## config.mk

```make
export PLATFORM = sky130hd
export DESIGN_NAME = uart_rx_mmio_buffer
export DESIGN_NICKNAME = d
export VERILOG_FILES = /design/src/rtl/uart_rx_mmio_buffer_pkg.sv /design/src/rtl/uart_rx_mmio_buffer_fifo.sv /design/src/rtl/uart_rx_mmio_buffer.sv
export SDC_FILE = /design/constraint.sdc
export NUM_CORES = 1
export LEC_CHECK = 0
export BUFFER_PORTS_ARGS = -buffer_cell sky130_fd_sc_hd__buf_2
export CAP_MARGIN = 10
export CORE_AREA = 2 2 110 112
export DETAILED_ROUTE_END_ITERATION = 10
export DIE_AREA = 0 0 112 114
export GPL_ROUTABILITY_DRIVEN = 0
export PLACE_DENSITY = 0.78
export SLEW_MARGIN = 20
export SYNTH_ARGS = -nofsm -noshare
export SYNTH_HDL_FRONTEND = slang
export SYNTH_SLANG_ARGS = --single-unit
```

## constraint.sdc

```tcl
create_clock -name clk -period 3.5 [get_ports clk]
set_input_delay 0.35 -clock clk [delete_from_list [all_inputs] [get_ports clk]]
set_output_delay 0.35 -clock clk [all_outputs]
set_load 0.02 [all_outputs]
```

## src/rtl/uart_rx_mmio_buffer_pkg.sv

```systemverilog
// Shared types and register offsets for the UART receive MMIO buffer.
package uart_rx_mmio_buffer_pkg;

  typedef enum logic {
    RXB_IDLE = 1'b0,
    RXB_WAIT = 1'b1
  } rxbuf_state_t;

  localparam logic [3:0] RXB_DATA_OFS = 4'h0;
  localparam logic [3:0] RXB_STAT_OFS = 4'h4;
  localparam logic [3:0] RXB_CTRL_OFS = 4'h8;

  // STATUS register layout: count in [15:8], flags in [3:0].
  function automatic logic [31:0] status_word(input logic [7:0] cnt,
                                              input logic       par,
                                              input logic       ovr,
                                              input logic       full,
                                              input logic       not_empty);
    return {16'h0, cnt, 4'h0, par, ovr, full, not_empty};
  endfunction

endpackage

```

## src/rtl/uart_rx_mmio_buffer_fifo.sv

```systemverilog
// Synchronous FIFO with flush; flush overrides push and pop in the same cycle.
module sync_fifo #(
  parameter int WIDTH = 9,
  parameter int DEPTH = 16
) (
  input  logic                     clk,
  input  logic                     rst,
  input  logic                     push,
  input  logic                     pop,
  input  logic                     flush,
  input  logic [WIDTH-1:0]         din,
  output logic [WIDTH-1:0]         dout,
  output logic [$clog2(DEPTH):0]   count,
  output logic                     full,
  output logic                     empty
);

  localparam int AW = $clog2(DEPTH);
  localparam logic [AW-1:0] PTR_ONE  = AW'(1);
  localparam logic [AW:0]   CNT_ONE  = (AW+1)'(1);
  localparam logic [AW:0]   CNT_FULL = (AW+1)'(DEPTH);

  logic [WIDTH-1:0] mem [DEPTH];
  logic [AW-1:0]    wr_ptr;
  logic [AW-1:0]    rd_ptr;
  logic             do_push;
  logic             do_pop;

  assign full  = (count == CNT_FULL);
  assign empty = (count == '0);
  assign dout  = mem[rd_ptr];

  // A pop on a full FIFO frees the slot the simultaneous push lands in.
  assign do_pop  = pop & ~empty & ~flush;
  assign do_push = push & (~full | do_pop) & ~flush;

  // Pointer and occupancy bookkeeping.
  always_ff @(posedge clk or posedge rst) begin
    if (rst) begin
      wr_ptr <= '0;
      rd_ptr <= '0;
      count  <= '0;
    end else if (flush) begin
      wr_ptr <= '0;
      rd_ptr <= '0;
      count  <= '0;
    end else begin
      if (do_push) wr_ptr <= wr_ptr + PTR_ONE;
      if (do_pop)  rd_ptr <= rd_ptr + PTR_ONE;
      case ({do_push, do_pop})
        2'b10:   count <= count + CNT_ONE;
        2'b01:   count <= count - CNT_ONE;
        default: count <= count;
      endcase
    end
  end

  // Storage write; contents need no reset since count gates visibility.
  always_ff @(posedge clk) begin
    if (do_push) mem[wr_ptr] <= din;
  end

endmodule

```

## src/rtl/uart_rx_mmio_buffer.sv

```systemverilog
// Memory-mapped receive buffer: captures UART bytes into a FIFO and exposes
// DATA / STATUS / CTRL registers on the core's single-cycle load/store bus.
module uart_rx_mmio_buffer
  import uart_rx_mmio_buffer_pkg::*;
#(
  parameter int          DEPTH     = 16,
  parameter logic [31:0] BASE_ADDR = 32'h1000_0040
) (
  input  logic        clk,
  input  logic        rst,
  input  logic        re,
  input  logic        we,
  input  logic [31:0] A,
  input  logic [31:0] WD,
  output logic [31:0] RD,
  input  logic        rx_done,
  input  logic [7:0]  Rx_Data,
  input  logic        parity_error,
  output logic        irq
);

  localparam int AW = $clog2(DEPTH);

  rxbuf_state_t  state;
  rxbuf_state_t  state_nxt;
  logic          push_req;

  logic [31:0]   ofs_full;
  logic [3:0]    ofs;
  logic          rd_pop;
  logic          flush;
  logic          clr_sticky;
  logic          ctrl_wr;

  logic [8:0]    fifo_dout;
  logic [AW:0]   count;
  logic [7:0]    count8;
  logic          full;
  logic          empty;

  logic          overrun;
  logic          parity_err;
  logic          irq_en;
  logic          set_ovr;
  logic          set_par;
  logic          unused_bits;

  assign ofs_full    = A - BASE_ADDR;
  assign ofs         = {ofs_full[3:2], 2'b00};
  assign unused_bits = ^{ofs_full[31:4], ofs_full[1:0], WD[31:3]};

  // Simultaneous re and we is a write, so it must not pop.
  assign rd_pop     = re & ~we & (ofs == RXB_DATA_OFS);
  assign ctrl_wr    = we & (ofs == RXB_CTRL_OFS);
  assign flush      = ctrl_wr & WD[0];
  assign clr_sticky = ctrl_wr & WD[1];
  assign count8     = 8'(count);

  // Capture FSM state register.
  always_ff @(posedge clk or posedge rst) begin
    if (rst) state <= RXB_IDLE;
    else     state <= state_nxt;
  end

  // Capture FSM next state: one capture per rx_done level.
  always_comb begin
    state_nxt = state;
    case (state)
      RXB_IDLE: if (rx_done)  state_nxt = RXB_WAIT;
      RXB_WAIT: if (!rx_done) state_nxt = RXB_IDLE;
      default:                state_nxt = RXB_IDLE;
    endcase
  end

  // Capture FSM outputs.
  always_comb begin
    push_req = 1'b0;
    if (state == RXB_IDLE) push_req = rx_done;
  end

  sync_fifo #(.WIDTH(9), .DEPTH(DEPTH)) u_fifo (
    .clk   (clk),
    .rst   (rst),
    .push  (push_req),
    .pop   (rd_pop),
    .flush (flush),
    .din   ({parity_error, Rx_Data}),
    .dout  (fifo_dout),
    .count (count),
    .full  (full),
    .empty (empty)
  );

  // A push into a full FIFO only overruns if no pop frees a slot that cycle.
  assign set_ovr = push_req & full & ~(rd_pop & ~empty) & ~flush;
  assign set_par = push_req & parity_error & ~flush;

  // Sticky flags (set beats clear), irq enable and the registered interrupt.
  always_ff @(posedge clk or posedge rst) begin
    if (rst) begin
      overrun    <= 1'b0;
      parity_err <= 1'b0;
      irq_en     <= 1'b0;
      irq        <= 1'b0;
    end else begin
      overrun    <= set_ovr | (overrun & ~clr_sticky);
      parity_err <= set_par | (parity_err & ~clr_sticky);
      if (ctrl_wr) irq_en <= WD[2];
      irq        <= ~empty & irq_en;
    end
  end

  // Combinational read mux.
  always_comb begin
    RD = 32'h0;
    case (ofs)
      RXB_DATA_OFS: if (!empty) RD = {24'h0, fifo_dout[7:0]};
      RXB_STAT_OFS: RD = status_word(count8, parity_err, overrun, full, ~empty);
      RXB_CTRL_OFS: RD = {29'h0, irq_en, 2'b00};
      default:      RD = 32'h0;
    endcase
  end

endmodule
```

==> reports/metrics.cfg <==
[power_and_ir_drop]
leakage_nw=2.54
p_per_area_nw_per_um2=712
max-vdd-ir-drop_mv=0.423

[grt]
grt_usage_pct=21.2
grt_max_degree=19
use_met1_pct=28.3
grt_pass1_vias=3378
grt_use_met3_pct=5.84
grt_remaining_overflow=0
grt_pass1_wl_mm=19.4
grt-busiest-layer=met2
antenna_found_initial=0
use_met2_pct=34.8

[layout]
nNetsFinal=501
final-seq-area_um2=4300
design_area_um2=7220
antenna_cells=0
area_growth_pct=14.4
multi_input_area_um2=1840
n_fill_cell=851
drive_above_1_share_pct=29.7

[sta]
fin_crit_ns=3.04
max_slew_margin_pct=47.1
period_share_pct=86.9
finalMaxSlewViolations=0
tightest_slew_ns=0.794
setup_viol=0
rsz0062_at_grt=no
finalSetupTns_ns=0
hold_viol=0
setup_slack_ns=0.458
finClkSkew_ns=0.00988
fmax_mhz=329

[place]
portBuffers=32
place_ws_ns=0.646
place_area_um2=6640
hpwl_mm=7.74

[floorplanning]
die_w_um=112
initial_core_util_pct=53.9
die_h_um=114
core_area_um2=11700
dieArea_um2=12800
rows=40
ioPinCount=111

[routing]
firstDrtPassIters=4
ant_nets=0
wl_per_cell_um=21.9
vias=3334
via_per_inst=5.80
totalWireLength_mm=12.6
route.detailed.drc=0
drtIter0Drc=348

[synth]
synth.ff_latch_count=146
synth_largest_area_cell=edfxtp_1
syn-instance-count=367
yosysMostFrequentCell=edfxtp_1
ys_warn_count=0
synth_flop_cell=edfxtp_1
synthArstFlopShare_pct=12.3
syn_avg_cell_area_um2=17.2
yosysTopAreaCellShare_pct=60.9
syn_area_um2=6310
ys_top_cells_by_count=edfxtp_1, mux4_2, buf_4
ys_types=46
synth_area_leaders=edfxtp_1, mux4_2, dfrtp_1
ys_seq_area_share_pct=68.1
synth_edf_count=128

[clocking]
clk_pin_slew_worst_paths_ns=0.06
hold_buffers=0
postCtsSetupBuffers=0
clock_sinks=146
clk_path_buf_depth=2
insertion_delay_ns=0.42
htreeDepth=4
tritoncts=done
cts_buffers=17
cts-root-buf=clkbuf_16
postCtsResizedCells=0

[setup_path]
critPathRequiredTime_ns=3.15
worst_r2r_path_depth=9
crit_fanout=18
startpoint_type=flop
r2r-end=u_fifo.count[4]$_DFFE_PP0P_
r2r-start=u_fifo.count[3]$_DFFE_PP0P_
critPathSlowestCell=dfrtp_2
reg2reg_slack_ns=0.70
crit_type=flop to output port
cp-end-kind=output port
critical_path.n_buffers_inverters=1
crit_top_cell=o21ai_0
cp.arrival_ns=2.69
path_delay_family=multiplexers
path_cells=mux4_2, mux2_2, o21ai_0, o21ai_0, buf_2
max_stage_delay_ns=0.72

[job]
maxCapViolCount=0

[min_path]
hold_class=input pin to asynchronous set/reset pin

[outcome]
status=completed

worst reg2reg max path: stages (launching register included):
cell,delay (ns)
dfrtp_1,0.43
or4_4,0.59
o211ai_4,0.24
xnor2_1,0.10
ha_1,0.23
or3_2,0.41
a21oi_1,0.16
mux2i_1,0.11
or3_1,0.32
a21oi_1,0.14
cell usage in the layout, fill, tap and decap left out, drive strengths merged, types with 2 or more instances in the layout:
| cell type | count |
|---|---|
| nor4 | 5 |
| o21a | 2 |
| nor2b | 8 |
| nand4 | 3 |
| nor3b | 2 |
| xor2 | 5 |
| and2 | 13 |
| ha | 7 |
| xnor2 | 3 |
| a31oi | 2 |
| bufinv | 2 |
| nand2 | 16 |
| inv | 15 |
| nor2 | 18 |
| mux4 | 33 |
| edfxtp | 128 |
| dfrtp | 18 |
| buf | 48 |
| mux2i | 13 |
| conb | 19 |
| or3 | 4 |
| clkinv | 7 |
| mux2 | 2 |
| clkbuf | 17 |
| o21ai | 8 |
| a21oi | 6 |
| a211oi | 9 |
power breakdown:
part / internal [mW] / total [mW] / leakage (nW) / switching (mW)
combinational: 0.568 / 1.10 / 0.870 / 0.537
clock: 1.06 / 1.77 / 0.287 / 0.710
sequential: 2.03 / 2.27 / 1.38 / 0.232
cell families after synthesis:
| family | share of synthesized area, % |
|---|---|
| compound gates | 4.07 |
| xor+xnor | 1.11 |
| fa+ha+maj | 1.39 |
| buf+inv | 4.22 |
| flops | 68.1 |
| mux | 14.2 |
| other cells | 0.0594 |
| simple gates | 6.90 |
per-layer routing:
metal | up-vias | routed length (um)
met1 | 1693 | 5140
met4 | 0 | 196
met2 | 126 | 6340
met3 | 20 | 945
li1 | 1495 | -
met5 | - | 0
worst max path at each step:
| stage | start | endpoint | slack [ns] | cells after the start |
|---|---|---|---|---|
| after floorplan | u_fifo.count[3]$_DFFE_PP0P_ | u_fifo.count[4]$_DFFE_PP0P_ | 0.93 | 9 |
| after global placement | A[2] | u_fifo.mem[11][6]$_DFFE_PP_ | 0.73 | 6 |
| after detailed placement | A[2] | u_fifo.mem[11][6]$_DFFE_PP_ | 0.65 | 6 |
| after CTS | u_fifo.rd_ptr[0]$_DFFE_PP0P_ | RD[3] | 0.39 | 5 |
| after global routing | u_fifo.rd_ptr[0]$_DFFE_PP0P_ | RD[2] | 0.25 | 7 |
| final | u_fifo.rd_ptr[0]$_DFFE_PP0P_ | RD[3] | 0.46 | 5 |
flip-flops by register name (all words and copies together) (netlist names):
| signal | count |
|---|---|
| overrun | 1 |
| u_fifo.count | 5 |
| u_fifo.mem | 128 |
| parity_err | 1 |
| irq | 1 |
| state | 1 |
| u_fifo.rd_ptr | 4 |
| irq_en | 1 |
| u_fifo.wr_ptr | 4 |
per-stage QoR:
step           cells  power (mW)  utilization [%]  hold slack (ns)
2_1_floorplan    385        3.10                -            0.289
3_3_place_gp     544        3.37             56.7            0.475
3_5_place_dp     544        3.41             56.7            0.470
4_1_cts          575        5.17             61.7           0.0608
5_1_grt          575        5.36             61.7           0.0646
6_report         575        5.14             61.7           0.0452
cell type report:
cell class	instances	share of cell area (%)
tap	147	2.55
sequential	146	59.5
clock inverter	14	2.17
timing repair buffer	48	3.88
clock buffer	17	5.89
inverter	10	0.520
multi-input combinational	193	25.5
No activity file was read; power rests on OpenSTA's default activity.
